## config.mk

```make
export PLATFORM = sky130hd
export DESIGN_NAME = uart_rx_fifo_flat
export DESIGN_NICKNAME = d
export VERILOG_FILES = /design/src/rtl/uart_rx_fifo_if.sv /design/src/rtl/uart_rx_fifo.sv /design/src/flat_wrapper.sv
export SDC_FILE = /design/constraint.sdc
export NUM_CORES = 1
export LEC_CHECK = 0
export CORE_ASPECT_RATIO = 2
export CORE_MARGIN = 4
export CORE_UTILIZATION = 60
export CTS_BUF_LIST = sky130_fd_sc_hd__clkbuf_16
export CTS_CLUSTER_SIZE = 24
export DETAILED_ROUTE_END_ITERATION = 16
export PLACE_DENSITY_LB_ADDON = 0.2
export SLEW_MARGIN = 30
export SYNTH_ARGS = -nofsm -noshare
export SYNTH_HDL_FRONTEND = slang
export SYNTH_SLANG_ARGS = --single-unit
```

## constraint.sdc

```tcl
create_clock -name clk -period 9.9 [get_ports clk]
set_clock_uncertainty 0.2 [all_clocks]
set_input_delay 1.485 -clock clk [delete_from_list [all_inputs] [get_ports clk]]
set_output_delay 1.485 -clock clk [all_outputs]
set_load 0.01 [all_outputs]
```

## src/rtl/uart_rx_fifo_if.sv

```systemverilog
// Receive-word handshake between uart_rx_fifo (master) and its consumer (slave).
interface uart_rx_fifo_if #(
  parameter int DATA_BITS = 8
);
  logic [DATA_BITS-1:0] dout;
  logic                 dout_perr;
  logic                 dout_ferr;
  logic                 dout_valid;
  logic                 dout_ready;

  modport master (output dout, dout_perr, dout_ferr, dout_valid, input dout_ready);
  modport slave  (input dout, dout_perr, dout_ferr, dout_valid, output dout_ready);
endinterface

```

## src/rtl/uart_rx_fifo.sv

```systemverilog
// Oversampling UART receiver with majority vote, false-start rejection,
// per-word parity/framing flags and a first-word-fall-through output FIFO.
module uart_rx_fifo #(
  parameter int CLK_HZ     = 100_000_000,
  parameter int BAUD       = 9600,
  parameter int OVERSAMPLE = 16,
  parameter int DATA_BITS  = 8,
  parameter int PARITY     = 0,
  parameter int STOP_BITS  = 1,
  parameter int FIFO_DEPTH = 4
) (
  input  logic                        clk,
  input  logic                        rst,
  input  logic                        rx,
  uart_rx_fifo_if.master              word,
  output logic [$clog2(FIFO_DEPTH):0] fifo_count,
  output logic                        overrun,
  input  logic                        clr_err,
  output logic                        busy,
  output logic [4:0]                  state_out
);
  localparam int TICK_DIV = CLK_HZ / (BAUD * OVERSAMPLE);
  localparam int TW       = (TICK_DIV > 1) ? $clog2(TICK_DIV) : 1;
  localparam int SW       = $clog2(OVERSAMPLE);
  localparam int AW       = $clog2(FIFO_DEPTH);
  localparam int M        = OVERSAMPLE / 2;

  localparam logic [TW-1:0] TICK_LAST = TW'(TICK_DIV - 1);
  localparam logic [SW-1:0] S_LAST    = SW'(OVERSAMPLE - 1);
  localparam logic [SW-1:0] S_V0      = SW'(M - 1);
  localparam logic [SW-1:0] S_V1      = SW'(M);
  localparam logic [SW-1:0] S_V2      = SW'(M + 1);
  localparam logic [3:0]    BIT_LAST  = 4'(DATA_BITS - 1);
  localparam logic          STOP_LAST = 1'(STOP_BITS - 1);
  localparam logic          PAR_ODD   = (PARITY == 1);
  localparam logic [AW:0]   CNT_FULL  = (AW + 1)'(FIFO_DEPTH);

  // Encodings double as the one-hot LED debug value.
  typedef enum logic [4:0] {
    IDLE    = 5'b00001,
    START   = 5'b00010,
    DATA    = 5'b00100,
    PAR_BIT = 5'b01000,
    STOP    = 5'b10000
  } state_t;

  typedef struct packed {
    logic                 perr;
    logic                 ferr;
    logic [DATA_BITS-1:0] data;
  } word_t;

  state_t               state, state_n;
  logic                 rx_m, rx_s;
  logic [TW-1:0]        tick_cnt;
  logic [SW-1:0]        s;
  logic                 tick, vote_tick, end_tick;
  logic                 v0, v1, vote;
  logic                 armed;
  logic [3:0]           bit_cnt;
  logic                 stop_cnt;
  logic [DATA_BITS-1:0] shreg;
  logic                 perr, ferr, ferr_now;
  logic                 push, frame_start;

  always_ff @(posedge clk) begin
    if (rst) begin
      rx_m <= 1'b1;
      rx_s <= 1'b1;
    end else begin
      rx_m <= rx;
      rx_s <= rx_m;
    end
  end

  assign tick      = (state != IDLE) && (tick_cnt == TICK_LAST);
  assign vote_tick = tick && (s == S_V2);
  assign end_tick  = tick && (s == S_LAST);
  assign vote      = (v0 & v1) | (v0 & rx_s) | (v1 & rx_s);

  // Both counters sit at zero in IDLE, so every frame starts bit-aligned to its start edge.
  always_ff @(posedge clk) begin
    if (rst || state == IDLE) begin
      tick_cnt <= '0;
      s        <= '0;
    end else begin
      // NOTE: sequential state always uses <=, so every flop samples pre-edge values.
      tick_cnt <= tick ? '0 : tick_cnt + 1'b1;
      if (tick) s <= (s == S_LAST) ? '0 : s + 1'b1;
    end
  end

  always_ff @(posedge clk) begin
    if (rst) state <= IDLE;
    else     state <= state_n;
  end

  always_comb begin
    // NOTE: defaults first so no path through the case leaves a signal unassigned (no latches).
    state_n     = state;
    push        = 1'b0;
    frame_start = 1'b0;
    ferr_now    = ferr | ~vote;
    unique case (state)
      IDLE: begin
        if (armed && !rx_s) begin
          state_n     = START;
          frame_start = 1'b1;
        end
      end
      START: begin
        if (vote_tick && vote) state_n = IDLE;
        else if (end_tick)     state_n = DATA;
      end
      DATA: begin
        if (end_tick && bit_cnt == BIT_LAST) begin
          if (PARITY != 0) state_n = PAR_BIT;
          else             state_n = STOP;
        end
      end
      PAR_BIT: begin
        if (end_tick) state_n = STOP;
      end
      STOP: begin
        // Leave mid-bit on the final stop so the next start edge is never missed.
        if (vote_tick && stop_cnt == STOP_LAST) begin
          state_n = IDLE;
          push    = 1'b1;
        end
      end
      default: state_n = IDLE;
    endcase
  end

  always_ff @(posedge clk) begin
    if (rst) begin
      armed    <= 1'b0;
      bit_cnt  <= '0;
      stop_cnt <= 1'b0;
      shreg    <= '0;
      perr     <= 1'b0;
      ferr     <= 1'b0;
      v0       <= 1'b1;
      v1       <= 1'b1;
    end else begin
      // armed needs a high line before each start, so a held-low break cannot retrigger.
      if (frame_start)                armed <= 1'b0;
      else if (state == IDLE && rx_s) armed <= 1'b1;
      if (frame_start) begin
        bit_cnt  <= '0;
        stop_cnt <= 1'b0;
        perr     <= 1'b0;
        ferr     <= 1'b0;
      end
      if (tick && s == S_V0) v0 <= rx_s;
      if (tick && s == S_V1) v1 <= rx_s;
      if (state == DATA && vote_tick)    shreg    <= {vote, shreg[DATA_BITS-1:1]};
      if (state == DATA && end_tick)     bit_cnt  <= bit_cnt + 4'd1;
      if (state == PAR_BIT && vote_tick) perr     <= ((^shreg) ^ vote) != PAR_ODD;
      if (state == STOP && vote_tick)    ferr     <= ferr_now;
      if (state == STOP && end_tick)     stop_cnt <= stop_cnt + 1'b1;
    end
  end

  word_t         mem [FIFO_DEPTH];
  word_t         head;
  logic [AW-1:0] wptr, rptr;
  logic          full, pop, push_ok;

  assign full    = (fifo_count == CNT_FULL);
  assign pop     = word.dout_valid & word.dout_ready;
  assign push_ok = push & (~full | pop);

  // NOTE: storage is not reset; the count gates visibility, so stale entries are never seen.
  always_ff @(posedge clk) begin
    if (push_ok) mem[wptr] <= {perr, ferr_now, shreg};
  end

  always_ff @(posedge clk) begin
    if (rst) begin
      wptr       <= '0;
      rptr       <= '0;
      fifo_count <= '0;
      overrun    <= 1'b0;
    end else begin
      if (push_ok) wptr <= wptr + 1'b1;
      if (pop)     rptr <= rptr + 1'b1;
      if (push_ok && !pop)      fifo_count <= fifo_count + 1'b1;
      else if (!push_ok && pop) fifo_count <= fifo_count - 1'b1;
      if (push && full && !pop) overrun <= 1'b1;
      else if (clr_err)         overrun <= 1'b0;
    end
  end

  assign head            = mem[rptr];
  assign word.dout_valid = (fifo_count != '0);
  assign word.dout       = word.dout_valid ? head.data : '0;
  assign word.dout_perr  = word.dout_valid & head.perr;
  assign word.dout_ferr  = word.dout_valid & head.ferr;

  assign busy      = (state != IDLE);
  assign state_out = state;
endmodule

```

## src/flat_wrapper.sv

```systemverilog
// flat-port wrapper written by rule: the top's interface ports become plain ports
module uart_rx_fifo_flat 
#(
  parameter int CLK_HZ     = 100_000_000,
  parameter int BAUD       = 9600,
  parameter int OVERSAMPLE = 16,
  parameter int DATA_BITS  = 8,
  parameter int PARITY     = 0,
  parameter int STOP_BITS  = 1,
  parameter int FIFO_DEPTH = 4
)
  (clk, rst, rx, fifo_count, overrun, clr_err, busy, state_out, word_dout, word_dout_perr, word_dout_ferr, word_dout_valid, word_dout_ready);
  uart_rx_fifo_if #(.DATA_BITS(DATA_BITS)) word_i ();
  input  logic clk;
  input  logic rst;
  input  logic rx;
  output logic [$clog2(FIFO_DEPTH):0] fifo_count;
  output logic overrun;
  input  logic clr_err;
  output logic busy;
  output logic [4:0] state_out;
  output wire logic [$bits(word_i.dout)-1:0] word_dout;
  output wire logic [$bits(word_i.dout_perr)-1:0] word_dout_perr;
  output wire logic [$bits(word_i.dout_ferr)-1:0] word_dout_ferr;
  output wire logic [$bits(word_i.dout_valid)-1:0] word_dout_valid;
  input wire logic [$bits(word_i.dout_ready)-1:0] word_dout_ready;
  assign word_dout = word_i.dout;
  assign word_dout_perr = word_i.dout_perr;
  assign word_dout_ferr = word_i.dout_ferr;
  assign word_dout_valid = word_i.dout_valid;
  assign word_i.dout_ready = word_dout_ready;
  uart_rx_fifo #(.CLK_HZ(CLK_HZ), .BAUD(BAUD), .OVERSAMPLE(OVERSAMPLE), .DATA_BITS(DATA_BITS), .PARITY(PARITY), .STOP_BITS(STOP_BITS), .FIFO_DEPTH(FIFO_DEPTH)) u_core (.clk(clk), .rst(rst), .rx(rx), .word(word_i), .fifo_count(fifo_count), .overrun(overrun), .clr_err(clr_err), .busy(busy), .state_out(state_out));
endmodule
```

==> results.json, run 1 <==
{
  "status": "completed",
  "drt-total-wl_um": 6300,
  "power_leakage_nw": 1.44,
  "die-area_um2": 7380,
  "power_density_nw_per_um2": 227,
  "start_util_pct": 62.5,
  "vias": 2296,
  "cp-end-kind": "output port",
  "worst-r2r-setup-slack_ns": 6.33,
  "numCtsBuffers": 9,
  "syn_area_per_cell_um2": 11.8,
  "drtIter0Drc": 85,
  "reg2reg_from": "u_core.tick_cnt[2]",
  "crit_arrival_ns": 2.27,
  "hold_end": "u_core.rx_s",
  "htreeDepth": 3,
  "cts_tree": "done",
  "drt_pass1_iterations": 4,
  "crit_buf_inv": 1,
  "cts.reportedPaths.clkPinSlew_ns": 0.06,
  "cp_cell_sequence": "mux4_2, and2_1, clkdlybuf4s50_1",
  "clock.fmax_ghz": 0.253,
  "cp.required_ns": 8.22,
  "slew_headroom_pct": 46.1,
  "clock_path_buffers": 2,
  "core_um2": 5760,
  "die_h_um": 118,
  "grt_antenna_before_repair": 0,
  "netlist_instances": 305,
  "grt_max_degree": 30,
  "cap_violations": 0,
  "grt_first_pass_wirelength_um": 10900,
  "numPortBuffers": 23,
  "placement_rows": 39,
  "crit_family": "flip-flops",
  "worstMarginPinSlew_ns": 0.798,
  "ant_nets": 0,
  "r2r_cells": 9,
  "maxSlewViolCount": 0,
  "post-route-min-period_ns": 3.96,
  "drc": 0,
  "nFillCells": 411,
  "slowest_delay_ns": 0.71,
  "worst_setup_path_start_kind": "register",
  "hold_depth": 1,
  "synth_seq_cells": 83,
  "timing.rr.end": "u_core.fifo_count[2]",
  "cts_setup_buffers": 0,
  "dp_hpwl_um": 4640,
  "max-vdd-ir-drop_uv": 163,
  "ys_seq_area_share_pct": 56.2,
  "cts.sinks": 83,
  "holdBufCountCts": 0,
  "layout-drive-gt1-share_pct": 10.8,
  "final-seq-area_um2": 2020,
  "gr-total-overflow": 0,
  "fin_tns_setup_ns": 0,
  "multi_input_comb_area_um2": 1500,
  "worst-path-max-fanout": 9,
  "hold_class": "register to register",
  "detail_route.vias_per_cell": 5.81,
  "wl_per_cell_um": 15.9,
  "diodes": 0,
  "clkLatencyLatePin_ns": 0.33,
  "setup_viol": 0,
  "period_share_pct": 40.0,
  "grt_pass1_vias": 2303,
  "critical_path_class": "register to output port",
  "fin_util_pct": 72.5,
  "cp_slowest_cell": "dfxtp_1",
  "grtUsageTotal_pct": 19.1,
  "synthesis.yosys.warnings": 0,
  "netlist_area_um2": 3600,
  "fin_nets": 347,
  "synth_cell_types": 51,
  "synth_edf_count": 36,
  "rsz0062_at_grt": "false",
  "globalplace.congestion": 0.785,
  "final-hold-violation-count": 0,
  "cts.repair.resized": 0,
  "worstHoldStart": "u_core.rx_m",
  "area_delta_synth_final_pct": 16.1,
  "synthArstFlopShare_pct": 0,
  "cts-root-buf": "clkbuf_16",
  "die_w_um": 62.8,
  "synth_ff_type": "dfxtp_1",
  "io_pins": 26
}
## routing by layer
layer / GRT usage [%] / part of all wire [%] / vias to the layer above
met2: 34.5 / 57 / 45
met1: 19.7 / 37 / 1101
met4: 9.68 / 2.9 / 0
met5: 0 / 0 / -
li1: - / - / 1133
met3: 5.44 / 3.5 / 17
## stage by stage
stage               hold WS, ns  cells  worst slack, ns  cell area (um^2)  power (mW)
finish                    0.212    395             5.94              4180       0.949
floorplan                 0.189    306             6.49              3600       0.522
CTS                       0.216    395             5.88              4180       0.963
global route              0.220    395             5.80              4180       0.998
detailed placement        0.201    380             5.75              3870       0.622
global placement          0.195    380             5.87              3870       0.615
## state kept, by name (all words and copies together), names as in the netlist, named ones only
| signal | count |
|---|---|
| u_core.mem | 36 |
| u_core.tick_cnt | 10 |
| u_core.shreg | 8 |
| u_core.bit_cnt | 4 |
| u_core.s | 4 |
| u_core.state_out | 4 |
| u_core.fifo_count | 3 |
| u_core.rptr | 2 |
| u_core.wptr | 2 |
| u_core.armed | 1 |
| u_core.ferr | 1 |
| u_core.overrun | 1 |
| u_core.rx_m | 1 |
| u_core.rx_s | 1 |
| u_core.stop_cnt | 1 |
| u_core.v0 | 1 |
| u_core.v1 | 1 |
## report_power, final
part	switching (mW)	internal, mW
combinational	0.0911	0.123
sequential	0.0266	0.370
clock	0.122	0.217
## synth_stat cells (3+ instances only)
cell,instances,area share (%)
dfxtp_1,47,26
edfxtp_1,36,30
nor2_1,36,3.8
nand2_1,19,2.0
and2_1,16,2.8
a21oi_1,12,1.7
mux2i_1,12,3.3
ha_1,11,3.8
mux4_2,9,5.6
nand3_1,9,1.3
clkbuf_1,8,0.83
inv_1,8,0.83
xor2_1,8,1.9
nor3_1,7,0.97
xnor2_1,7,1.7
nand2b_1,5,0.87
or3_1,5,0.87
and3_1,4,0.70
nor2b_1,3,0.52
nor4b_1,3,0.73
o21ai_0,3,0.42
or2_2,3,0.52
## worst max-delay path by stage
stage / startpoint / end / depth (start not counted)
after floorplan: word_dout_ready / u_core.fifo_count[2] / 8
after global placement: word_dout_ready / u_core.fifo_count[2] / 9
after detailed placement: word_dout_ready / u_core.fifo_count[2] / 9
after CTS: register / word_dout_ferr / 3
after global routing: register / word_dout[4] / 3
final: register / word_dout_ferr / 3
## cell type report
type | instances | area share (%)
clock inverters | 6 | 1.95
flip-flops and latches | 83 | 48.4
well taps | 61 | 1.83
clock buffers | 9 | 5.39
repair buffers | 25 | 5.87
multi-input cells | 203 | 35.8
inverters | 8 | 0.719
## cell usage in the layout, fill, tap and decap left out, types with 2 or more instances in the layout
cell type | Yosys | layout
dfxtp_1 | 47 | 47
nor2_1 | 36 | 36
edfxtp_1 | 36 | 36
clkdlybuf4s50_1 | 0 | 23
nand2_1 | 19 | 19
and2_1 | 16 | 16
mux2i_1 | 12 | 12
a21oi_1 | 12 | 12
ha_1 | 11 | 11
mux4_2 | 9 | 9
nand3_1 | 9 | 9
clkbuf_16 | 0 | 9
inv_1 | 8 | 8
xor2_1 | 8 | 8
nor3_1 | 7 | 7
xnor2_1 | 7 | 7
or3_1 | 5 | 5
nand2b_1 | 5 | 5
and3_1 | 4 | 4
nor4b_1 | 3 | 3
nor2b_1 | 3 | 3
or2_2 | 3 | 3
o21ai_0 | 3 | 3
or4_1 | 2 | 2
nor3b_1 | 2 | 2
mux2_2 | 2 | 2
o211ai_1 | 2 | 2
conb_1 | 1 | 2
bufinv_16 | 0 | 2
clkinv_2 | 0 | 2
buf_4 | 2 | 2
## cells by family (layout without fill, tap and decap cells)
family	Yosys count	in the layout	share of synthesized area, %
AOI/OAI and AO/OA	25	25	4.38
xor gates and xnor gates	15	15	3.65
adders and majority gates	13	13	4.66
buffers and inverters	20	48	2.33
DFF	83	83	56.2
muxes	23	23	9.60
other	1	2	0.104
and+or+nand+nor	125	125	19.1
No activity file was read; power rests on OpenSTA's default activity.
==> run 2: changes to the inputs <==
--- a/config.mk
+++ b/config.mk
@@ -7,7 +7,7 @@
 export LEC_CHECK = 0
 export CORE_ASPECT_RATIO = 2
 export CORE_MARGIN = 4
-export CORE_UTILIZATION = 60
+export CORE_UTILIZATION = 58
 export CTS_BUF_LIST = sky130_fd_sc_hd__clkbuf_16
 export CTS_CLUSTER_SIZE = 24
 export DETAILED_ROUTE_END_ITERATION = 16
==> constraint.sdc (replaced) <==
create_clock -name clk -period 4 [get_ports clk]
set_clock_uncertainty 0.2 [all_clocks]
set_input_delay 0.6 -clock clk [delete_from_list [all_inputs] [get_ports clk]]
set_output_delay 0.6 -clock clk [all_outputs]
set_load 0.01 [all_outputs]
==> results.json, run 2 (synthesis gave the netlist of run 1 again) <==
{
  "fin_tns_setup_ns": 0,
  "drt-total-wl_um": 6380,
  "period_share_pct": 88.0,
  "drt_pass1_iterations": 4,
  "layout-drive-gt1-share_pct": 11.0,
  "cts-root-buf": "clkbuf_16",
  "grt_first_pass_wirelength_um": 10500,
  "dp_slack_ns": 0.473,
  "grt_max_degree": 19,
  "clkPwrFrac_pct": 34.7,
  "dp_hpwl_um": 4720,
  "critical_path_class": "register to register",
  "crit_family": "simple AND/OR/NAND/NOR gates",
  "worst_setup_path_start_kind": "register",
  "htreeDepth": 3,
  "cts.reportedPaths.clkPinSlew_ns": 0.06,
  "area_delta_synth_final_pct": 16.0,
  "clock.fmax_ghz": 0.284,
  "critical_path_cell_count": 9,
  "pwr-share-seq_pct": 42.4,
  "final_common_cell": "dfxtp_1",
  "post-route-min-period_ns": 3.52,
  "swShare_pct": 26.5,
  "numPortBuffers": 23,
  "power.share.combinational_pct": 22.9,
  "gr-total-overflow": 0,
  "startpoint": "u_core.tick_cnt[2]",
  "drtIter0Drc": 95,
  "largest_register_ffs": 36,
  "reg2reg_from": "u_core.tick_cnt[2]",
  "worst-r2r-setup-slack_ns": 0.48,
  "cts.sinks": 83,
  "p_int_mw": 1.70,
  "detail_route.vias_per_cell": 5.77,
  "die_h_um": 119,
  "cp_slowest_cell": "or4b_4",
  "cp-endpoint": "u_core.fifo_count[2]",
  "fin_nets": 348,
  "cap_violations": 0,
  "status": "completed",
  "slew_headroom_pct": 47.1,
  "power_mw": 2.31,
  "vias": 2304,
  "maxSlewViolCount": 0,
  "fin_util_pct": 69.5,
  "die-area_um2": 7600,
  "ant_nets": 0,
  "crit_buf_inv": 1,
  "io_pins": 26,
  "cp_cell_sequence": "or4b_4, or4_4, nor4_4, ha_1, inv_1, fa_1, xor2_1, or3_1, a21oi_1",
  "net-switching-power_mw": 0.611,
  "final_cell_mix": "47 x dfxtp_1, 36 x nor2_1, 36 x edfxtp_1, 23 x clkdlybuf4s50_1, 19 x nand2_1",
  "grt_antenna_before_repair": 0,
  "placement_rows": 40,
  "globalplace.congestion": 0.813,
  "start_util_pct": 59.9,
  "cp-end-kind": "register",
  "max-vdd-ir-drop_uv": 415,
  "grtUsageTotal_pct": 18.5,
  "diodes": 0,
  "core_um2": 6010,
  "clock_path_buffers": 2,
  "grt_pass1_vias": 2276,
  "wl_per_cell_um": 16.0,
  "clkLatencyLatePin_ns": 0.34,
  "worst-path-max-fanout": 7,
  "r2r_cells": 9,
  "holdBufCountCts": 0,
  "power_density_nw_per_um2": 554,
  "worstMarginPinSlew_ns": 0.787,
  "timing.rr.end": "u_core.fifo_count[2]",
  "cp.required_ns": 4.08,
  "whs_ns": 0.211,
  "drc": 0,
  "slowest_delay_ns": 0.59,
  "numCtsBuffers": 9,
  "cts_setup_buffers": 0,
  "setup_ws_ns": 0.481,
  "rsz0062_at_grt": "false",
  "crit_arrival_ns": 3.60,
  "hold_class": "register to register",
  "die_w_um": 63.7,
  "setup_viol": 0,
  "largest_register": "u_core.mem",
  "cts.repair.resized": 0,
  "cts_tree": "done",
  "reg_top3": "u_core.mem x36, u_core.tick_cnt x10, u_core.shreg x8",
  "power_leakage_nw": 1.43,
  "final-hold-violation-count": 0
}
## run 2: changes by cell type in the layout (fill, tap and decap cells not counted)
cell and change:
buf_4 +1, bufinv_16 -1, clkinv_2 -2, clkinvlp_4 +2, inv_1 +1, inv_6 +1
## run 2: final cells by class
class	instances	area, um^2
Multi-Input combinational cell	203	1500
Timing Repair Buffer	26	253
Clock inverter	7	68.8
Clock buffer	9	225
Sequential cell	83	2020
Inverter	8	30.0
Fill cell	440	1830
Tap cell	63	78.8
## run 2: per-stage QoR
stage / instance area, um^2 / instances
after global placement: 3880 / 383
after CTS: 4170 / 399
after global routing: 4170 / 399
after detailed placement: 3880 / 383
final: 4170 / 399
after floorplan: 3600 / 306
## run 2: worst register-to-register path, cell delays in order (launching register included)
cell,delay (ns)
dfxtp_1,0.36
or4b_4,0.59
or4_4,0.56
nor4_4,0.43
ha_1,0.27
inv_1,0.06
fa_1,0.38
xor2_1,0.18
or3_1,0.30
a21oi_1,0.14
## run 2: power by group through the flow
stage	Combinational, mW	Sequential (mW)	Clock, mW
3_5_place_dp	0.538	1.00	0
6_report	0.530	0.980	0.801
5_1_grt	0.580	0.993	0.855
2_1_floorplan	0.318	0.973	0
3_3_place_gp	0.531	1.00	0
4_1_cts	0.541	0.983	0.818
## run 2: worst min path at each step
stage           startpoint  slack (ns)     endpoint  cells after the start
3_5_place_dp   u_core.rx_m        0.20  u_core.rx_s                      1
5_1_grt        u_core.rx_m        0.23  u_core.rx_s                      1
3_3_place_gp   u_core.rx_m        0.20  u_core.rx_s                      1
2_1_floorplan  u_core.rx_m        0.19  u_core.rx_s                      1
6_report       u_core.rx_m        0.21  u_core.rx_s                      1
4_1_cts        u_core.rx_m        0.21  u_core.rx_s                      1
## run 2: per-layer routing
metal	global-route usage, %	vias up	share of wire, %
met1	17.0	1113	36
met2	34.7	41	58
li1	-	1135	-
met3	4.53	15	2.7
met5	0	-	0
met4	11.6	0	3.4
==> run 3: changes to the inputs <==
--- a/config.mk
+++ b/config.mk
@@ -7,7 +7,7 @@
 export LEC_CHECK = 0
 export CORE_ASPECT_RATIO = 2
 export CORE_MARGIN = 4
-export CORE_UTILIZATION = 58
+export CORE_UTILIZATION = 60
 export CTS_BUF_LIST = sky130_fd_sc_hd__clkbuf_16
 export CTS_CLUSTER_SIZE = 24
 export DETAILED_ROUTE_END_ITERATION = 16
==> constraint.sdc (replaced) <==
create_clock -name clk -period 4.2 [get_ports clk]
set_clock_uncertainty 0.2 [all_clocks]
set_input_delay 0.63 -clock clk [delete_from_list [all_inputs] [get_ports clk]]
set_output_delay 0.63 -clock clk [all_outputs]
set_load 0.01 [all_outputs]
==> results.json, run 3 (synthesis gave the netlist of run 1 again) <==
{
  "status": "completed",
  "critical_path_class": "register to register",
  "largest_register_ffs": 36,
  "cts_tree": "done",
  "busiest_layer": "met2",
  "drt_pass1_iterations": 4,
  "worst-r2r-setup-slack_ns": 0.64,
  "timing.rr.end": "u_core.fifo_count[2]",
  "crit_arrival_ns": 3.62,
  "holdBufCountCts": 0,
  "grtUsageTotal_pct": 18.8,
  "final_common_cell": "dfxtp_1",
  "worst_setup_path_start_kind": "register",
  "post-route-min-period_ns": 3.56,
  "place_inst": 380,
  "drc": 0,
  "fin_cells": 396,
  "cp-end-kind": "register",
  "die-area_um2": 7380,
  "cts.reportedPaths.clkPinSlew_ns": 0.06,
  "dp_hpwl_um": 4670,
  "grt_antenna_before_repair": 0,
  "die_w_um": 62.8,
  "drt-total-wl_um": 6270,
  "clkLatencyLatePin_ns": 0.33,
  "area_delta_synth_final_pct": 15.8,
  "layout-drive-gt1-share_pct": 11.0,
  "numPortBuffers": 23,
  "wl_per_cell_um": 15.8,
  "grt_max_degree": 22,
  "hold_depth": 1,
  "fin_util_pct": 72.3,
  "placement_rows": 39,
  "largest_register": "u_core.mem",
  "numCtsBuffers": 9,
  "hold_end": "u_core.rx_s",
  "gr-total-overflow": 0,
  "cts_setup_buffers": 0,
  "diodes": 0,
  "io_pins": 26,
  "power_leakage_nw": 1.44,
  "drtIter0Drc": 56,
  "grt_first_pass_wirelength_um": 10800,
  "final_cell_mix": "47 x dfxtp_1, 36 x nor2_1, 36 x edfxtp_1, 23 x clkdlybuf4s50_1, 19 x nand2_1",
  "use_met3_pct": 3.63,
  "start_util_pct": 62.5,
  "htreeDepth": 3,
  "die_h_um": 118,
  "globalplace.congestion": 0.758,
  "cap_violations": 0,
  "cts.sinks": 83,
  "power_density_nw_per_um2": 526,
  "grt_pass1_vias": 2270,
  "reg_top3": "u_core.mem x36, u_core.tick_cnt x10, u_core.shreg x8",
  "use_met1_pct": 19.4,
  "worstHoldStart": "u_core.rx_m",
  "fin_tns_setup_ns": 0,
  "ant_nets": 0,
  "r2r_cells": 9,
  "clock_path_buffers": 2,
  "max-vdd-ir-drop_uv": 356,
  "place_area_um2": 3870,
  "cts.repair.resized": 0,
  "slew_headroom_pct": 41.1,
  "grt_use_met2_pct": 34.4,
  "rsz0062_at_grt": "false",
  "hold_class": "register to register",
  "worstMarginPinSlew_ns": 0.871,
  "final-hold-violation-count": 0,
  "vias": 2296,
  "reg2reg_from": "u_core.tick_cnt[2]",
  "core_um2": 5760,
  "finalInstanceArea_um2": 4170,
  "setup_viol": 0,
  "cts-root-buf": "clkbuf_16",
  "detail_route.vias_per_cell": 5.80,
  "maxSlewViolCount": 0,
  "period_share_pct": 84.7,
  "nFillCells": 427,
  "fin_nets": 347,
  "clock.fmax_ghz": 0.281,
  "worst-path-max-fanout": 7,
  "cp.required_ns": 4.26,
  "whs_ns": 0.217
}
-- run 3: cell count changes in the layout (fill, tap and decap cells not counted), sizes merged --
| cell | before | now |
|---|---|---|
| clkinv | 1 | 5 |
| buf | 3 | 2 |
| inv | 10 | 9 |
| clkinvlp | 3 | 0 |
-- run 3: power breakdown --
part / switching (mW) / total (mW) / leakage (nW) / internal (mW)
clock: 0.295 / 0.753 / 0.151 / 0.458
combinational: 0.215 / 0.505 / 0.573 / 0.290
sequential: 0.0632 / 0.934 / 0.714 / 0.871
-- run 3: cell type report --
class                      count  area [um^2]  area share (%)
clock buffer                   9          225            5.41
clock inverter                 7         70.1            1.68
sequential                    83         2020            48.5
tap                           61         76.3            1.83
timing repair buffer          25          245            5.89
multi-input combinational    203         1500            35.9
inverter                       8         30.0           0.721
-- run 3: layer usage --
metal  routed length, um  part of all wire [%]
met1                2310                    37
met5                   0                     0
met4                 180                   2.9
met2                3580                    57
met3                 201                   3.2
-- run 3: worst max-delay path by stage --
stage                             from              endpoint  slack (ns)  cells past startpoint
floorplan           u_core.tick_cnt[2]  u_core.fifo_count[2]        0.85                      9
global placement    u_core.tick_cnt[2]  u_core.fifo_count[2]        0.74                      9
detailed placement  u_core.tick_cnt[2]  u_core.fifo_count[2]        0.66                      9
CTS                 u_core.tick_cnt[2]  u_core.fifo_count[2]        0.67                      9
global route        u_core.tick_cnt[2]  u_core.fifo_count[2]        0.53                      9
finish              u_core.tick_cnt[2]  u_core.fifo_count[2]        0.64                      9
-- run 3: per-stage QoR --
step	total power [mW]	worst slack (ns)
after CTS	2.22	0.669
after global placement	1.46	0.744
after global routing	2.30	0.526
final	2.19	0.644
after floorplan	1.23	0.851
after detailed placement	1.46	0.655
-- run 3: worst max-delay path, stage by stage (launching register included) --
cell and delay (ns):
dfxtp_1 0.35, or4b_4 0.59, or4_4 0.56, nor4_4 0.44, ha_1 0.26, inv_1 0.06, fa_1 0.37, xor2_1 0.19
or3_1 0.32, a21oi_1 0.16
